==> config.mk <==
export PLATFORM = sky130hd
export DESIGN_NAME = mandelbrot_frame_engine
export DESIGN_NICKNAME = d
export VERILOG_FILES = /design/src/rtl/mandelbrot_frame_engine.sv
export SDC_FILE = /design/constraint.sdc
export NUM_CORES = 2
export LEC_CHECK = 0
export ABC_AREA = 1
export CAP_MARGIN = 25
export CORE_MARGIN = 2
export CORE_UTILIZATION = 26
export CTS_BUF_LIST = sky130_fd_sc_hd__clkbuf_8
export DETAILED_ROUTE_END_ITERATION = 7
export GPL_ROUTABILITY_DRIVEN = 1
export PLACE_DENSITY = 0.47
export SLEW_MARGIN = 5
export SYNTH_ARGS = -nofsm -noshare
export SYNTH_HDL_FRONTEND = slang
export SYNTH_SLANG_ARGS = --single-unit
==> constraint.sdc <==
create_clock -name clk -period 26 [get_ports clk]
set_input_delay 7.8 -clock clk [delete_from_list [all_inputs] [get_ports clk]]
set_output_delay 7.8 -clock clk [all_outputs]
set_load 0.05 [all_outputs]
==> src/rtl/mandelbrot_frame_engine.sv <==
// Escape-time Mandelbrot raster generator with valid/ready pixel output.
// Define MANDEL_PALETTE_EN for the 16-entry palette; otherwise pixels use a grey ramp.
module mandelbrot_frame_engine #(
  parameter int unsigned H_ACTIVE  = 64,
  parameter int unsigned V_ACTIVE  = 48,
  parameter int unsigned DATA_W    = 16,
  parameter int unsigned FRAC_BITS = 12,
  parameter int unsigned MAX_ITER  = 64,
  parameter int unsigned ITER_W    = 7,
  localparam int unsigned ADDR_W   = (H_ACTIVE * V_ACTIVE > 1) ? $clog2(H_ACTIVE * V_ACTIVE) : 1
) (
  input  logic                     clk,
  input  logic                     reset,
  input  logic                     start,
  input  logic signed [DATA_W-1:0] x_min,
  input  logic signed [DATA_W-1:0] y_min,
  input  logic signed [DATA_W-1:0] step,
  output logic                     busy,
  output logic                     done,
  output logic                     px_valid,
  input  logic                     px_ready,
  output logic [ADDR_W-1:0]        px_addr,
  output logic [ITER_W-1:0]        px_iter,
  output logic [23:0]              px_rgb
);

  localparam int unsigned Z_W = DATA_W + 4;
  localparam int unsigned P_W = 2 * Z_W;
  localparam int unsigned S_W = P_W + 1;
  localparam int unsigned X_W = (H_ACTIVE > 1) ? $clog2(H_ACTIVE) : 1;
  localparam logic signed [S_W-1:0] ESC_LIM = S_W'(4) <<< (2 * FRAC_BITS);
  localparam logic [ITER_W-1:0] ITER_MAX  = ITER_W'(MAX_ITER);
  localparam logic [ADDR_W-1:0] LAST_ADDR = ADDR_W'(H_ACTIVE * V_ACTIVE - 1);
  localparam logic [X_W-1:0]    X_LAST    = X_W'(H_ACTIVE - 1);

  typedef enum logic [2:0] {StIdle, StInit, StIter, StEmit, StDone} state_e;

  state_e                   r_state;
  logic signed [Z_W-1:0]    r_x_min, r_step, r_c_re, r_c_im, r_zr, r_zi;
  logic [ITER_W-1:0]        r_cnt, r_px_iter;
  logic [X_W-1:0]           r_x;
  logic [ADDR_W-1:0]        r_addr;
  logic [23:0]              r_px_rgb;
  logic                     r_busy, r_done, r_px_valid;

  logic signed [P_W-1:0]    w_zr2, w_zi2, w_zri;
  logic signed [S_W-1:0]    w_mag;
  logic signed [Z_W-1:0]    w_zr_nxt, w_zi_nxt;
  logic                     w_esc;
  logic [ITER_W-1:0]        w_iter_sel;
  logic [23:0]              w_rgb;

  assign w_zr2 = r_zr * r_zr;
  assign w_zi2 = r_zi * r_zi;
  assign w_zri = r_zr * r_zi;
  assign w_mag = S_W'(w_zr2) + S_W'(w_zi2);
  assign w_esc = w_mag > ESC_LIM;
  assign w_zr_nxt = Z_W'((w_zr2 - w_zi2) >>> FRAC_BITS) + r_c_re;
  assign w_zi_nxt = Z_W'((w_zri <<< 1) >>> FRAC_BITS) + r_c_im;
  assign w_iter_sel = w_esc ? r_cnt : ITER_MAX;

`ifdef MANDEL_PALETTE_EN
  logic [3:0] w_pk;
  assign w_pk = w_iter_sel[3:0];

  always_comb begin
    w_rgb = '0;
    if (w_iter_sel != ITER_MAX) begin
      w_rgb = {w_pk, 4'h0, 8'hFF - {w_pk, 4'h0}, 1'b0, w_pk, 3'h0};
    end
  end
`else
  localparam int unsigned G_W = ITER_W + 9;
  logic [G_W-1:0] w_gnum;
  logic [7:0]     w_grey;
  // Ramp is rounded to nearest so iteration 2 of 64 lands on 8'h08.
  assign w_gnum = G_W'(w_iter_sel) * G_W'(255) + G_W'(MAX_ITER / 2);
  assign w_grey = 8'(w_gnum / G_W'(MAX_ITER));

  always_comb begin
    w_rgb = '0;
    if (w_iter_sel != ITER_MAX) begin
      w_rgb = {3{w_grey}};
    end
  end
`endif

  always_ff @(posedge clk or negedge reset) begin
    if (!reset) begin
      r_state    <= StIdle;
      r_x_min    <= '0;
      r_step     <= '0;
      r_c_re     <= '0;
      r_c_im     <= '0;
      r_zr       <= '0;
      r_zi       <= '0;
      r_cnt      <= '0;
      r_x        <= '0;
      r_addr     <= '0;
      r_px_iter  <= '0;
      r_px_rgb   <= '0;
      r_busy     <= 1'b0;
      r_done     <= 1'b0;
      r_px_valid <= 1'b0;
    end else begin
      r_done <= 1'b0;
      case (r_state)
        StIdle: begin
          if (start) begin
            r_x_min <= Z_W'(x_min);
            r_step  <= Z_W'(step);
            r_c_re  <= Z_W'(x_min);
            r_c_im  <= Z_W'(y_min);
            r_x     <= '0;
            r_addr  <= '0;
            r_busy  <= 1'b1;
            r_state <= StInit;
          end
        end
        StInit: begin
          r_zr    <= '0;
          r_zi    <= '0;
          r_cnt   <= '0;
          r_state <= StIter;
        end
        StIter: begin
          if (w_esc || (r_cnt == ITER_MAX)) begin
            r_px_iter  <= w_iter_sel;
            r_px_rgb   <= w_rgb;
            r_px_valid <= 1'b1;
            r_state    <= StEmit;
          end else begin
            r_zr  <= w_zr_nxt;
            r_zi  <= w_zi_nxt;
            r_cnt <= r_cnt + 1'b1;
          end
        end
        StEmit: begin
          if (px_ready) begin
            r_px_valid <= 1'b0;
            if (r_addr == LAST_ADDR) begin
              r_done  <= 1'b1;
              r_busy  <= 1'b0;
              r_state <= StDone;
            end else begin
              r_addr <= r_addr + 1'b1;
              // c tracks the pixel by accumulation rather than multiplication.
              if (r_x == X_LAST) begin
                r_x    <= '0;
                r_c_re <= r_x_min;
                r_c_im <= r_c_im + r_step;
              end else begin
                r_x    <= r_x + 1'b1;
                r_c_re <= r_c_re + r_step;
              end
              r_state <= StInit;
            end
          end
        end
        StDone:  r_state <= StIdle;
        default: r_state <= StIdle;
      endcase
    end
  end

  assign busy     = r_busy;
  assign done     = r_done;
  assign px_valid = r_px_valid;
  assign px_addr  = r_addr;
  assign px_iter  = r_px_iter;
  assign px_rgb   = r_px_rgb;

endmodule

### Word level (Yosys, flattened, before mapping)

Index checks and enable logic that the tools add are counted.

| cells by class | value |
|---|---|
| $add $sub $neg | 10 |
| $mul | 4 |
| order comparisons | 1 |
| equality and inequality tests | 14 |
| mux-type cells | 42 |
| reduce and logical (&&, ||, !) cells | 13 |

Operator list:

| operator | number |
|---|---|
| $mux 20 | 10 |
| $pmux 20 s2 | 4 |
| $mul 20x20->40 | 2 |
| $add 40x40->41 | 1 |
| $gt 41x28->1 const B | 1 |
| $add 20x16->20 | 2 |
| $add 20x20->20 | 2 |
| $mux 12 | 3 |
| $sub 32x32->32 | 1 |
| $mul 20x20->31 | 1 |
| $mux 24 | 1 |
| $mux 6 | 4 |
| $pmux 12 s2 | 1 |
| $add 14x6->14 const B | 1 |
| $mul 7x8->14 const B | 1 |
| $mux 7 | 2 |
| $ne 2x2->1 const B | 7 |
| $pmux 7 s2 | 1 |
| $add 12x1->12 const B | 1 |
| $eq 12x12->1 const B | 1 |
| $mux 3 | 4 |
| $pmux 3 s4 | 1 |
| $pmux 6 s2 | 1 |
| $mux 1 | 8 |
| 15 further kinds | 23 |

| word-level totals | value |
|---|---|
| flip-flop bits (word level) | 174 |
| output and inout port bits | 46 |

### Depth between registers and ports, before layout

| logic depth | value |
|---|---|
| depth after elaboration | 7 |
| depth in mapped cells | 80 |

### Worst setup path after synthesis

Ideal clock, no wire load.

| timing path | value |
|---|---|
| kind | reg2reg |
| from | register r_zr[8] |
| to | register r_px_rgb[22] (netlist: px_rgb[22]) |
| library setup time | 118 ps |
| arrival | 11,842 ps |
| required time | 25,882 ps |
| slack | 14,040 ps |
| cell stages (with the launch flop) | 68 |
| path buffers | 2 |
| period minus slack after synthesis | 11,960 ps |
| cells stage by stage | dfrtp_1 clkbuf_1 clkbuf_1 nand2_1 fa_1 fa_1 inv_1 fa_1 fa_1 inv_1 fa_1 inv_1 fa_1 inv_1 fa_1 inv_1 ha_1 nand2_1 (+32 left out) inv_1 ha_1 inv_1 xor2_1 inv_1 ha_1 o21bai_1 inv_1 fa_1 fa_1 inv_1 ha_1 a21oi_1 o21ai_0 a221oi_1 nand3_1 nand3_1 nand2_1 |

| on the way | value |
|---|---|
| word-level cells in the longest chain between the ends | 7 |
| elaborated cells between the ends (all ways) | 10 |
| those cells by class | add/sub: 2; mul: 2; order compare: 1; eq/ne: 1; mux: 2; reduce/logical: 2 |

RTL lines:

| element | line | RTL |
|---|---|---|
| start: declaration | 39 | `logic signed [Z_W-1:0] r_x_min, r_step, r_c_re, r_c_im, r_zr, r_zi;` |
| start signal: assignment | 133 | `r_zr <= w_zr_nxt;` |
| $mul 20x20->40 * | 53 | `assign w_zr2 = r_zr * r_zr;` |
| $add 40x40->41 * | 56 | `assign w_mag = S_W'(w_zr2) + S_W'(w_zi2);` |
| $gt 41x28->1 * | 57 | `assign w_esc = w_mag > ESC_LIM;` |
| $mux 7 | 60 | `assign w_iter_sel = w_esc ? r_cnt : ITER_MAX;` |
| $mul 7x8->14 | 77 | `assign w_gnum = G_W'(w_iter_sel) * G_W'(255) + G_W'(MAX_ITER / 2);` |
| $add 14x6->14 | 77 |  |
| $mux 24 | 82 | `if (w_iter_sel != ITER_MAX) begin` |
| end signal: assignment | 129 | `r_px_rgb <= w_rgb;` |
| end: declaration | 43 | `logic [23:0] r_px_rgb;` |

Mark *: on every way between the ends. The rest lies on a longest branch, timed or not.
A chain may end at the register's enable or synchronous reset.

### Worst setup path in the final report

| timing path | value |
|---|---|
| from | register r_zi[7] |
| to | register r_px_rgb[22] (netlist: px_rgb[22]) |

| on the way | value |
|---|---|
| word-level cells in the longest chain between the ends | 7 |
| elaborated cells between the ends (all ways) | 10 |
| those cells by class | add/sub: 2; mul: 2; order compare: 1; eq/ne: 1; mux: 2; reduce/logical: 2 |

RTL lines:

| element | line | RTL |
|---|---|---|
| start: declaration | 39 |  |
| start signal: assignment | 134 | `r_zi <= w_zi_nxt;` |
| $mul 20x20->40 * | 54 | `assign w_zi2 = r_zi * r_zi;` |
| $add 40x40->41 * | 56 |  |
| $gt 41x28->1 * | 57 |  |
| $mux 7 | 60 |  |
| $mul 7x8->14 | 77 |  |
| $add 14x6->14 | 77 |  |
| $mux 24 | 82 |  |

Marked as above.

==> flow_summary.ini <==
[route]
first_iter_violations = 2807
ant_nets = 0
vias = 42600
wire_per_inst_um = 17.4
drc = 0
wl_um = 168000
first_pass_iters = 6
via_per_inst = 4.39

[pwr]
ir_worst_vdd_v = 0.000141
powerDensity_nw_per_um2 = 75.1
p_leak_nw = 33.3

[synth]
yosys_warnings = 0
synth_edf_count = 0
yosysSeqAreaShare = 0.0721
synth.area.top_cells = fa_1 (40%), inv_1 (13%), ha_1 (11%), nand2_1 (11%), dfrtp_1 (7.2%)
synth_top_area_frac = 0.404
synth_seq_cells = 158
synth_cell_type_count = 54
synth_area_um2 = 54800
syn_avg_cell_area_um2 = 7.91
ys_dominant_reg_cell = dfrtp_1
synth_fp_nets = 8579
async_flop_share = 1.00
yosys.area.top_type = fa_1
synth_cells = 6931

[die]
design.core.area_um2 = 210000
die_h_um = 463
fp.dieW_um = 463
rows = 168
num_io_pins = 98
initial_core_util = 0.262
dieArea_um2 = 214000

[critical_path]
setup.worst_path.end_class = register
worstPathArrival_ps = 14570
crit_top_cell = nand2_1
crit_type = register to register
required_ps = 26480
critical-path-max-stage-delay_ps = 740
startpoint_type = register
critPathSlowestCell = dfrtp_1
worstPathMaxFanout = 31

[clocking]
path_clk_slew_ps = 140
cts_tree = built
post-cts-setup-buffers = 0
h-tree-depth = 4
clkSinkCount = 158
postCtsHoldBufs = 0
cts_made_buffers = 17
clock_path_buffers = 2
cts_root_buf = clkbuf_8
clk_latency_ps = 590
ctsResizeCount = 0

[sta]
setup_viol = 0
final_hold_viol_count = 0
finalCriticalPeriod_ps = 14100
whs_ps = 479
finalSetupTns_ps = 0
max_freq_mhz = 70.9
slew-limit-headroom = 0.405
slew_violations = 0
fin_worst_skew_ps = 41.7
rsz0062_at_grt = false
worst_pin_slew_ps = 889
period_share = 0.542

[global_route]
antenna_found_initial = 3
grt_overflow_total = 0
grt.total_usage = 0.161
grt_pass1_wl_um = 269000
grt_max_degree = 60
grt_pass1_vias = 45600

[worst_hold_path]
hold_path_class = register to register

[flow_run]
cap_viol_max_count = 0

[finish]
final_area_um2 = 59200
drive_above_1_share = 0.0204
nNetsFinal = 8531
syn2layout_area_growth_pct = 8.04
fill_cells = 22900

[placement]
port_buffers = 97
dpl.hpwl_um = 140000
placed_cell_area_um2 = 58800
place.gp.congestion = 0.896

[outcome]
outcome = finished, final reports clean
[flip-flops by register name, indices dropped and copies added (netlist names)]
name      flops
r_c_re       20
r_state       3
r_step       16
r_cnt         7
px_valid      1
r_zr         20
busy          1
px_addr      12
px_rgb        8
done          1
r_c_im       20
r_zi         20
r_x           6
r_x_min      16
px_iter       7
[stage by stage]
step	setup WS [ps]	util	instances	total power, mW
after detailed placement	12120	0.281	9669	4.22
after global placement	11980	0.281	9669	4.24
after global routing	10950	0.283	9702	4.91
after floorplan	14040	-	6931	3.04
final	11900	0.283	9703	4.45
after CTS	12040	0.283	9701	4.48
[synth_stat cells, drive strengths merged, types with 7 or more instances]
library cell     n
dfrtp          158
nand3b           8
xor2           168
nor3            38
nand4           33
or2              8
o211ai          34
inv           1930
fa            1107
nor2           287
a21o            19
a2bb2oi          7
a21boi          12
o21ai          177
nor4            10
xnor2           89
a31oi           20
ha             489
o31ai           14
nand2         1571
nand3          145
o22ai           28
o21bai          21
clkbuf         147
buf             85
a21oi          289
[cell families (layout without fill, tap and decap cells)]
| kind of cell | Yosys count | count (layout) | synth area share |
|---|---|---|---|
| AO/OA/AOI/OAI | 649 | 649 | 0.0675 |
| flip-flops | 158 | 158 | 0.0721 |
| buffers and inverters | 2165 | 2130 | 0.151 |
| XOR/XNOR | 257 | 257 | 0.0411 |
| other | 0 | 2 | 0 |
| AND/OR/NAND/NOR | 2106 | 2106 | 0.152 |
| adder cells (fa/ha/maj) | 1596 | 1596 | 0.516 |
[layout by cell type, fill, tap and decap left out, types with 6 or more instances in the layout]
cell             Yosys  final
nor2_2               7      9
dfrtp_2              0      6
nand4_1             33     33
o21bai_1            21     21
o21a_1               6      6
o21ai_0            164    164
nand3_1            145    145
a21oi_1            289    289
o31ai_1             14     14
a2bb2oi_1            7      7
buf_4               20     68
o21ai_1             12     12
dfrtp_1            158    152
a21o_1              19     19
nor3_1              37     37
nand3b_1             8      8
inv_6                0      6
clkbuf_8             0     17
nor2_1             279    277
o22ai_1             28     28
nand2_1           1566   1566
inv_1             1926   1926
xnor2_1             89     89
a21boi_0            12     12
xor2_1             168    168
fa_1              1107   1107
clkdlybuf4s50_1      0     96
or2_2                7      8
o211ai_1            34     34
ha_1               489    489
a31oi_1             19     19
nor4_1              10     10
[power breakdown]
part / total, mW / internal, mW / switching (mW) / leakage (nW)
Sequential: 0.464 / 0.328 / 0.135 / 2.04
Combinational: 3.77 / 1.24 / 2.53 / 31.1
Clock: 0.214 / 0.0807 / 0.134 / 0.196
Total: 4.45 / 1.65 / 2.80 / 33.3
[cell type report]
cell class	instances	area [µm²]	share of cell area
Tap cell	2805	3510	0.0593
Clock inverter	15	171	0.00289
Inverter	1933	7260	0.123
Multi-Input combinational cell	4608	42600	0.719
Antenna cell	2	5.00	0.0000845
Clock buffer	17	234	0.00395
Sequential cell	158	3960	0.0669
Timing Repair Buffer	165	1480	0.0250
[final timing paths]
check	slack, ps	cells after the start	to	from
setup / recovery	11900	64	px_rgb[22]	r_zi[7]
hold / removal	480	2	r_x_min[5]	r_x_min[5]
setup reg to reg	11900	64	px_rgb[22]	r_zi[7]
hold reg to reg	480	2	r_x_min[5]	r_x_min[5]
max in group asynchronous	16820	3	r_zi[2]	reset
min in group asynchronous	7130	1	px_iter[4]	reset
[metal layers]
metal	vias up	global-route usage	wire, µm
li1	20200	-	-
met1	21400	0.223	77300
met3	89	0.0179	8020
met2	930	0.272	80300
met5	-	0	0
met4	0	0.0286	2890
[critical path: cells and delay by family, from the launching register on]
kind	cells	cell delay, ps
AOI/OAI and AO/OA	10	2450
adders and majority gates	14	6050
buffers and inverters	12	1330
and+or+nand+nor	28	3380
DFF	1	740
No activity file was read; power rests on OpenSTA's default activity.
